$ cat config.mk
export PLATFORM = sky130hd
export DESIGN_NAME = yutorina_spm_arbiter
export DESIGN_NICKNAME = d
export VERILOG_FILES = /design/src/rtl/yutorina_spm_arbiter_pkg.sv /design/src/rtl/yutorina_spm_arb_sel.sv /design/src/rtl/yutorina_spm_arbiter.sv
export SDC_FILE = /design/constraint.sdc
export NUM_CORES = 1
export LEC_CHECK = 0
export CAP_MARGIN = 40
export CELL_PAD_IN_SITES_DETAIL_PLACEMENT = 1
export CELL_PAD_IN_SITES_GLOBAL_PLACEMENT = 1
export CORE_UTILIZATION = 25
export DETAILED_ROUTE_END_ITERATION = 16
export GPL_TIMING_DRIVEN = 0
export PLACE_DENSITY = 0.69
export SYNTH_ARGS = -nofsm -noshare
export SYNTH_HDL_FRONTEND = slang
export SYNTH_HIERARCHICAL = 1
export SYNTH_SLANG_ARGS = --single-unit
$ cat constraint.sdc
create_clock -name clk -period 2.3 [get_ports clk]
set_input_delay 0.23 -clock clk [delete_from_list [all_inputs] [get_ports clk]]
set_output_delay 0.23 -clock clk [all_outputs]
set_load 0.02 [all_outputs]
$ cat src/rtl/yutorina_spm_arbiter_pkg.sv
// Shared types and constants for the SPM data-port arbiter.
package yutorina_spm_arbiter_pkg;

   // Access direction as carried on the rw lines.
   localparam logic READ  = 1'b1;
   localparam logic WRITE = 1'b0;

   // Arbiter FSM: one transaction walks IDLE -> ACCESS -> WAIT -> DONE.
   typedef enum logic [1:0] {
      SPM_ARB_IDLE   = 2'h0,
      SPM_ARB_ACCESS = 2'h1,
      SPM_ARB_WAIT   = 2'h2,
      SPM_ARB_DONE   = 2'h3
   } spm_arb_state_t;

   // Identity of the requester owning the current (or last) transaction.
   typedef enum logic {
      SPM_ARB_GNT_CPU = 1'b0,
      SPM_ARB_GNT_BUS = 1'b1
   } spm_arb_gnt_t;

endpackage

$ cat src/rtl/yutorina_spm_arb_sel.sv
// Combinational winner select for the SPM arbiter.
// Build option: define SPM_ARB_RR_EN for round-robin on contention;
// otherwise the CPU has fixed priority over the bus.
module yutorina_spm_arb_sel
   import yutorina_spm_arbiter_pkg::*;
(
   input  logic         c_req_,
   input  logic         b_req_,
   input  spm_arb_gnt_t gnt,
   output logic         valid,
   output spm_arb_gnt_t winner
);

`ifndef SPM_ARB_RR_EN
   // Fixed priority never looks at the previous grant.
   logic unused_gnt;
   assign unused_gnt = gnt;
`endif

   // Pick a winner among the active-low requests.
   always_comb begin
      // NOTE: every output gets a default first so no path leaves it unassigned (no latch).
      valid  = ~c_req_ | ~b_req_;
      winner = SPM_ARB_GNT_CPU;
`ifdef SPM_ARB_RR_EN
      if (!c_req_ && !b_req_)
         winner = (gnt == SPM_ARB_GNT_CPU) ? SPM_ARB_GNT_BUS : SPM_ARB_GNT_CPU;
      else if (!b_req_)
         winner = SPM_ARB_GNT_BUS;
`else
      if (c_req_ && !b_req_)
         winner = SPM_ARB_GNT_BUS;
`endif
   end

endmodule

$ cat src/rtl/yutorina_spm_arbiter.sv
// Arbiter sharing the SPM data port between the CPU data stage and the
// bus-side loader. One access in flight, four cycles per access, all
// outputs registered. Build option SPM_ARB_RR_EN selects round-robin.
module yutorina_spm_arbiter
   import yutorina_spm_arbiter_pkg::*;
#(
   parameter int ADDR_W = 12,
   parameter int DATA_W = 32
) (
   input  logic              clk,
   input  logic              reset_,
   // CPU requester
   input  logic              c_req_,
   input  logic              c_rw,
   input  logic [ADDR_W-1:0] c_addr,
   input  logic [DATA_W-1:0] c_w_data,
   output logic [DATA_W-1:0] c_r_data,
   output logic              c_rdy_,
   // Bus requester
   input  logic              b_req_,
   input  logic              b_rw,
   input  logic [ADDR_W-1:0] b_addr,
   input  logic [DATA_W-1:0] b_w_data,
   output logic [DATA_W-1:0] b_r_data,
   output logic              b_rdy_,
   // SPM data port
   output logic              spm_as_,
   output logic              spm_rw,
   output logic [ADDR_W-1:0] spm_addr,
   output logic [DATA_W-1:0] spm_w_data,
   input  logic [DATA_W-1:0] spm_r_data
);

   spm_arb_state_t state, next_state;
   spm_arb_gnt_t   gnt;
   spm_arb_gnt_t   sel_winner;
   logic           sel_valid;

   yutorina_spm_arb_sel u_sel (
      .c_req_ (c_req_),
      .b_req_ (b_req_),
      .gnt    (gnt),
      .valid  (sel_valid),
      .winner (sel_winner)
   );

   // FSM state register.
   always_ff @(posedge clk or negedge reset_) begin
      // NOTE: sequential state uses non-blocking assignments so every register sees pre-edge values.
      if (!reset_) state <= SPM_ARB_IDLE;
      else         state <= next_state;
   end

   // Next-state logic: requests are only looked at in IDLE.
   always_comb begin
      next_state = state;
      case (state)
         SPM_ARB_IDLE:   if (sel_valid) next_state = SPM_ARB_ACCESS;
         SPM_ARB_ACCESS: next_state = SPM_ARB_WAIT;
         SPM_ARB_WAIT:   next_state = SPM_ARB_DONE;
         SPM_ARB_DONE:   next_state = SPM_ARB_IDLE;
         default:        next_state = SPM_ARB_IDLE;
      endcase
   end

   // Registered outputs: latch the winner's fields, strobe the SPM, return data and ready.
   always_ff @(posedge clk or negedge reset_) begin
      if (!reset_) begin
         gnt        <= SPM_ARB_GNT_BUS;   // so the CPU wins the first contention under round-robin
         spm_as_    <= 1'b1;
         spm_rw     <= READ;
         spm_addr   <= '0;
         spm_w_data <= '0;
         c_rdy_     <= 1'b1;
         b_rdy_     <= 1'b1;
         c_r_data   <= '0;
         b_r_data   <= '0;
      end else begin
         case (state)
            SPM_ARB_IDLE: begin
               if (sel_valid) begin
                  gnt     <= sel_winner;
                  spm_as_ <= 1'b0;
                  if (sel_winner == SPM_ARB_GNT_CPU) begin
                     spm_rw     <= c_rw;
                     spm_addr   <= c_addr;
                     spm_w_data <= c_w_data;
                  end else begin
                     spm_rw     <= b_rw;
                     spm_addr   <= b_addr;
                     spm_w_data <= b_w_data;
                  end
               end
            end
            SPM_ARB_ACCESS: spm_as_ <= 1'b1;
            SPM_ARB_WAIT: begin
               // Read data from the SPM is valid now; writes leave r_data alone.
               if (gnt == SPM_ARB_GNT_CPU) begin
                  c_rdy_ <= 1'b0;
                  if (spm_rw == READ) c_r_data <= spm_r_data;
               end else begin
                  b_rdy_ <= 1'b0;
                  if (spm_rw == READ) b_r_data <= spm_r_data;
               end
            end
            SPM_ARB_DONE: begin
               c_rdy_ <= 1'b1;
               b_rdy_ <= 1'b1;
            end
            default: spm_as_ <= 1'b1;
         endcase
      end
   end

endmodule

Word-level counts from Yosys, hierarchy flattened
Cells that the tools add are included.
{ "word_totals": {"reg_bits": 115, "in_bits": 126, "out_inout_bits": 112, "elab_cells": 43} }
{ "op_classes": {"n_eq_ne": 6, "mux": 12, "bitwise_logic": 4, "n_reduce_logical": 11} }
{ "ops": {"columns": ["op", "count"], "rows": [
  ["$mux W32", 1],
  ["$mux W12", 1],
  ["$pmux W2 S4", 1],
  ["$reduce_and A2 Y1", 4],
  ["$ne A2 B2 Y1 const B", 3],
  ["$pmux W1 S2", 3],
  ["$reduce_and A3 Y1", 2],
  ["$mux W1", 5],
  ["$eq A2 B2 Y1 const B", 2],
  ["$reduce_bool A2 Y1", 2],
  ["$not A1 Y1", 3],
  ["$eq A2 B1 Y1 const B", 1],
  ["$logic_not A2 Y1", 1],
  ["$mux W2", 1],
  ["$logic_and A1 B1 Y1", 1],
  ["$logic_not A1 Y1", 1],
  ["$or A1 B1 Y1", 1]
]} }

Longest topological paths before layout
{ "depth": {"word_depth": 4, "depth_mapped": 6, "mapped_depth_nobuf": 4} }

Cells and area by module
Netlist, hierarchy kept.
{ "by_module_without_submodules": {"columns": ["module", "instances", "cells_each", "area_each_um2", "seq_area_each_um2"], "rows": [
  ["yutorina_spm_arbiter", 1, 364, 5002.3, 2884.0],
  ["yutorina_spm_arb_sel", 1, 2, 17.5, 0.0]
]} }

Least setup slack after synthesis
Ideal clock, no wire load.
{ "synth_timing": {"path_type": "reg-to-reg", "start": "register state[0]", "end": "register b_r_data[10]", "t_arrival_ps": 1392, "setup_slack_ps": 783, "stages_incl_launch_ff": 6, "path_buffers": 1, "synth_period_minus_slack_ps": 1517, "path_cell_list": "dfrtp_1 inv_1 ha_1 nand3_4 buf_6 mux2_4"} }
{ "synth_between": {"elab_chain_len": 2} }
{ "synth_lines": {"columns": ["element", "line", "rtl"], "rows": [
  ["start, declared", "yutorina_spm_arbiter.sv:34", "spm_arb_state_t state, next_state;"],
  ["start signal, assigned", "yutorina_spm_arbiter.sv:51", "else state <= next_state;"],
  ["$eq A2 B2 Y1", "yutorina_spm_arbiter.sv:79", "case (state)"],
  ["$reduce_and A3 Y1 (no line)", null, null],
  ["end signal, assigned", "yutorina_spm_arbiter.sv:103", "if (spm_rw == READ) b_r_data <= spm_r_data;"],
  ["end, declared", "yutorina_spm_arbiter.sv:24", "output logic [DATA_W-1:0] b_r_data,"]
]} }
No other way between the ends.
A chain may end at the register's enable or synchronous reset.

Worst setup path in the final report
{ "layout_timing": {"start": "register spm_rw", "end": "output port spm_rw"} }
{ "layout_lines": {"columns": ["element", "line", "rtl"], "rows": [
  ["start, declared", "yutorina_spm_arbiter.sv:28", "output logic spm_rw,"],
  ["start signal, assigned", "yutorina_spm_arbiter.sv:85", "spm_rw <= c_rw;"],
  ["start signal, assigned", "yutorina_spm_arbiter.sv:89", "spm_rw <= b_rw;"]
]} }
No word-level cell between the ends.

==> impl_summary.log <==
INFO  metric cp.arrival = between 1.5 and 2 ns
INFO  metric die_span_in_x = between 100 and 150 microns
INFO  metric postSynth.asyncResetShare = 100%
INFO  metric cellLeakagePower = about 3.5 nW
INFO  metric placeableCoreArea = slightly below 0.02 sq mm
INFO  metric clock_latency = ~0.42 ns
INFO  metric final-max-slew-violation-count = 0
INFO  metric ant_nets = 0
INFO  metric synth_net_count = slightly below 500
INFO  metric ys_ff_latch = about 120
INFO  metric rsz0062_at_grt = false
INFO  metric timing.critical_path.to_type = output port
INFO  metric synthesis.yosys.warnings = 6
INFO  metric drive_gt1_share = 19.3%
INFO  metric startpoint_type = flop
INFO  metric finish.cell_count_without_fillers = ~900
INFO  metric wirelength = ~16000 microns
INFO  metric layout.area.seq = just under 0.003 sq mm
INFO  metric layout.nets = 755
INFO  metric synth.lib_cells_used.distinct = 21
INFO  metric wire_length_of_the_first_global_routing_pass = approximately 25000 microns
INFO  metric cells_along_the_critical_path = clkdlybuf4s50_1
INFO  metric cts_tree = done
INFO  metric die_area = 0.0206 sq mm
INFO  metric pin_count_of_the_biggest_net_entering_global_routing = between 60 and 70
INFO  metric clkSlewWorstSetupHoldPaths = roughly 0.060 ns
INFO  metric hold_slack = around 0.33 ns
INFO  metric finalCriticalPeriod = around 1.9 ns
INFO  metric hpwl = 12300 microns
INFO  metric synth_top_flop_cell = dfrtp_1
INFO  metric initial_antenna_violation_count = 0
INFO  metric synth_area = ~0.0050 sq mm
INFO  metric number_of_inserted_diodes = 0
INFO  metric cts-htree-levels = 4
INFO  metric area_growth = 66.9%
INFO  metric r2r_setup_slack = 0.48 ns
INFO  metric detailedRoute.firstPassIterationCount = 4
INFO  metric final.setup.tns = 0 ns
INFO  metric initial_utilization = about a quarter
INFO  metric drt_iter0_drc = 103
INFO  metric grt_pass1_vias = 4437
INFO  metric synthDominantCellAreaShare = between 50% and 60%
INFO  metric syn_inst = ~370
INFO  metric gr-total-overflow = 0
INFO  metric tightestPinTransition = 0.504 ns
INFO  metric via_per_inst = around 4.4
INFO  metric floorplan.die.height = 144 microns
INFO  metric clockBufferDepth = 2
INFO  metric postLayoutCoreUtil = approximately 43%
INFO  metric synth_edf_count = 0
INFO  metric cts_resized = 0
INFO  metric fin_total_pwr = 12.5 mW
INFO  metric worst-path-max-fanout = 4
INFO  metric r2r_cells = 6
INFO  metric timing_worst_setup_path_type = flop to output port
INFO  metric cell_type_group_with_the_largest_total_delay_on_the_critical_path = buffers and inverters
INFO  metric status = finished clean
INFO  metric globalplace.congestion = 0.742
INFO  metric hp-class = input pin to async pin
INFO  metric final_hold_viol_count = 0
INFO  metric detail_route.wl_per_cell = 17.9 microns
INFO  metric place_inst = 869
INFO  metric p_per_area = around 1500 mW/mm^2
INFO  metric boundaryPins = between 200 and 250
INFO  metric crit_cells = 1
INFO  metric detail_route.drc_violations = 0
INFO  metric synth_seq_area_share = a little under three fifths
INFO  metric critical_path.n_buffers_inverters = 1
INFO  metric synthesis.area_per_instance = approximately 14 sq um
INFO  metric io_buffer_count = between 200 and 250
INFO  metric fin_crit_sh = just over 80%
INFO  metric peakVddDrop = just under 500 uV
INFO  metric clock-root-buffer = clkbuf_16
INFO  metric slew-limit-headroom = about two thirds
INFO  metric worst_clock_skew = roughly 0.017 ns
INFO  metric fill_cells = between 2000 and 2500
INFO  metric crit_slowest_cell = clkdlybuf4s50_1
INFO  metric cts_made_buffers = 17
INFO  metric synth.top_cells.by_count = dfrtp_1, a21oi_1, mux2i_1
INFO  metric synth.area.top_cells = dfrtp_1, mux2i_1, mux2_4, a21oi_1, mux2_2
INFO  metric overall_via_count_from_detail_route = roughly 4000
INFO  metric track_usage = roughly 16%
INFO  metric cp_data_required_time = between 2 and 2.5 ns
INFO  metric yosys.cell_count.top_type = dfrtp_1
INFO  metric achievable-frequency = ~530 MHz
INFO  metric clock_sink_count = approximately 120
INFO  metric post_cts.repair.setup_buffers = 0
INFO  metric setup-violations-final = 0
INFO  metric multi_input_area = between 0.0015 and 0.002 sq mm
INFO  metric cp_max_stage_delay = between 0.6 and 0.7 ns
INFO  metric synth_largest_area_cell = dfrtp_1
INFO  metric floorplan.rows = around 50
INFO  metric max_cap_viol_count = 0
## kinds of logic (layout without fill, tap and decap cells)
kind of cell | after synthesis | count (layout) | synth area share [%]
simple gates | 10 | 10 | 1.65
fa+ha+maj | 5 | 5 | 1.25
mux | 115 | 115 | 27.0
compound gates | 93 | 93 | 9.27
buf+inv | 28 | 299 | 3.41
flops | 115 | 115 | 57.5
## final timing paths
path	start	end
max	spm_rw	spm_rw
min	reset_	b_r_data[17]
max reg2reg	state[0]	spm_w_data[24]
min reg2reg	spm_as_	spm_as_
max in group asynchronous	reset_	b_rdy_
min in group clk	spm_r_data[18]	b_r_data[18]
## layer usage
metal / wire length, microns / global-route usage, % / vias up
li1: - / - / 1831
met1: 6390 / 17.6 / 2002
met2: 8540 / 28.5 / 117
met3: 897 / 4.00 / 16
met4: 296 / 6.61 / 0
met5: 0 / 0 / -
## timing repair
action,in CTS,in global routing
endpoints found under the setup margin,0,0
endpoints found under the hold margin,47,0
hold buffers,1,0
## layout make-up
class,instances,area share (%)
buffer,26,1.96
clock buffer,18,5.24
clock inverter,14,2.09
inverter,2,0.0896
multi-input combinational,223,23.5
sequential,115,34.4
tap,265,3.96
timing repair buffer,239,28.8
## where the power goes
part | switching, mW | internal [mW] | total (mW) | leakage [nW]
Combinational | 2.93 | 3.11 | 6.04 | 1.92
Sequential | 0.617 | 3.11 | 3.72 | 1.31
Clock | 0.996 | 1.75 | 2.74 | 0.306
## sequential cells by signal, summed over array words and instances, names as in the netlist
register / flops
b_r_data: 32
spm_addr: 12
gnt: 1
spm_w_data: 32
state: 2
c_r_data: 32
spm_rw: 1
b_rdy_: 1
spm_as_: 1
c_rdy_: 1
## cells in the final DEF, fill, tap and decap left out
cell | netlist | final
a21oi_1 | 93 | 93
and2_1 | 1 | 1
buf_1 | 6 | 6
buf_16 | 0 | 1
buf_2 | 8 | 8
buf_4 | 1 | 1
buf_6 | 3 | 4
bufinv_16 | 0 | 3
clkbuf_1 | 5 | 5
clkbuf_16 | 0 | 17
clkbuf_8 | 3 | 4
clkdlybuf4s50_1 | 0 | 236
clkinv_2 | 0 | 3
clkinv_4 | 0 | 3
dfrtp_1 | 110 | 110
dfstp_2 | 5 | 5
dlygate4sd3_1 | 0 | 1
ha_1 | 5 | 5
inv_1 | 2 | 2
inv_6 | 0 | 5
mux2_2 | 34 | 34
mux2_4 | 32 | 32
mux2i_1 | 49 | 49
nand2_1 | 1 | 1
nand3_4 | 1 | 1
nand3b_4 | 1 | 1
nor2_1 | 4 | 4
nor2b_1 | 1 | 1
nor2b_4 | 1 | 1
## per-stage QoR
stage | cell area (sq um) | worst slack [ns]
finish | 8380 | 0.399
detailed placement | 7750 | 0.330
CTS | 8380 | 0.372
floorplan | 5020 | 0.783
global route | 8380 | 0.352
global placement | 7720 | -3.43
(Power assumes the default switching activity.)
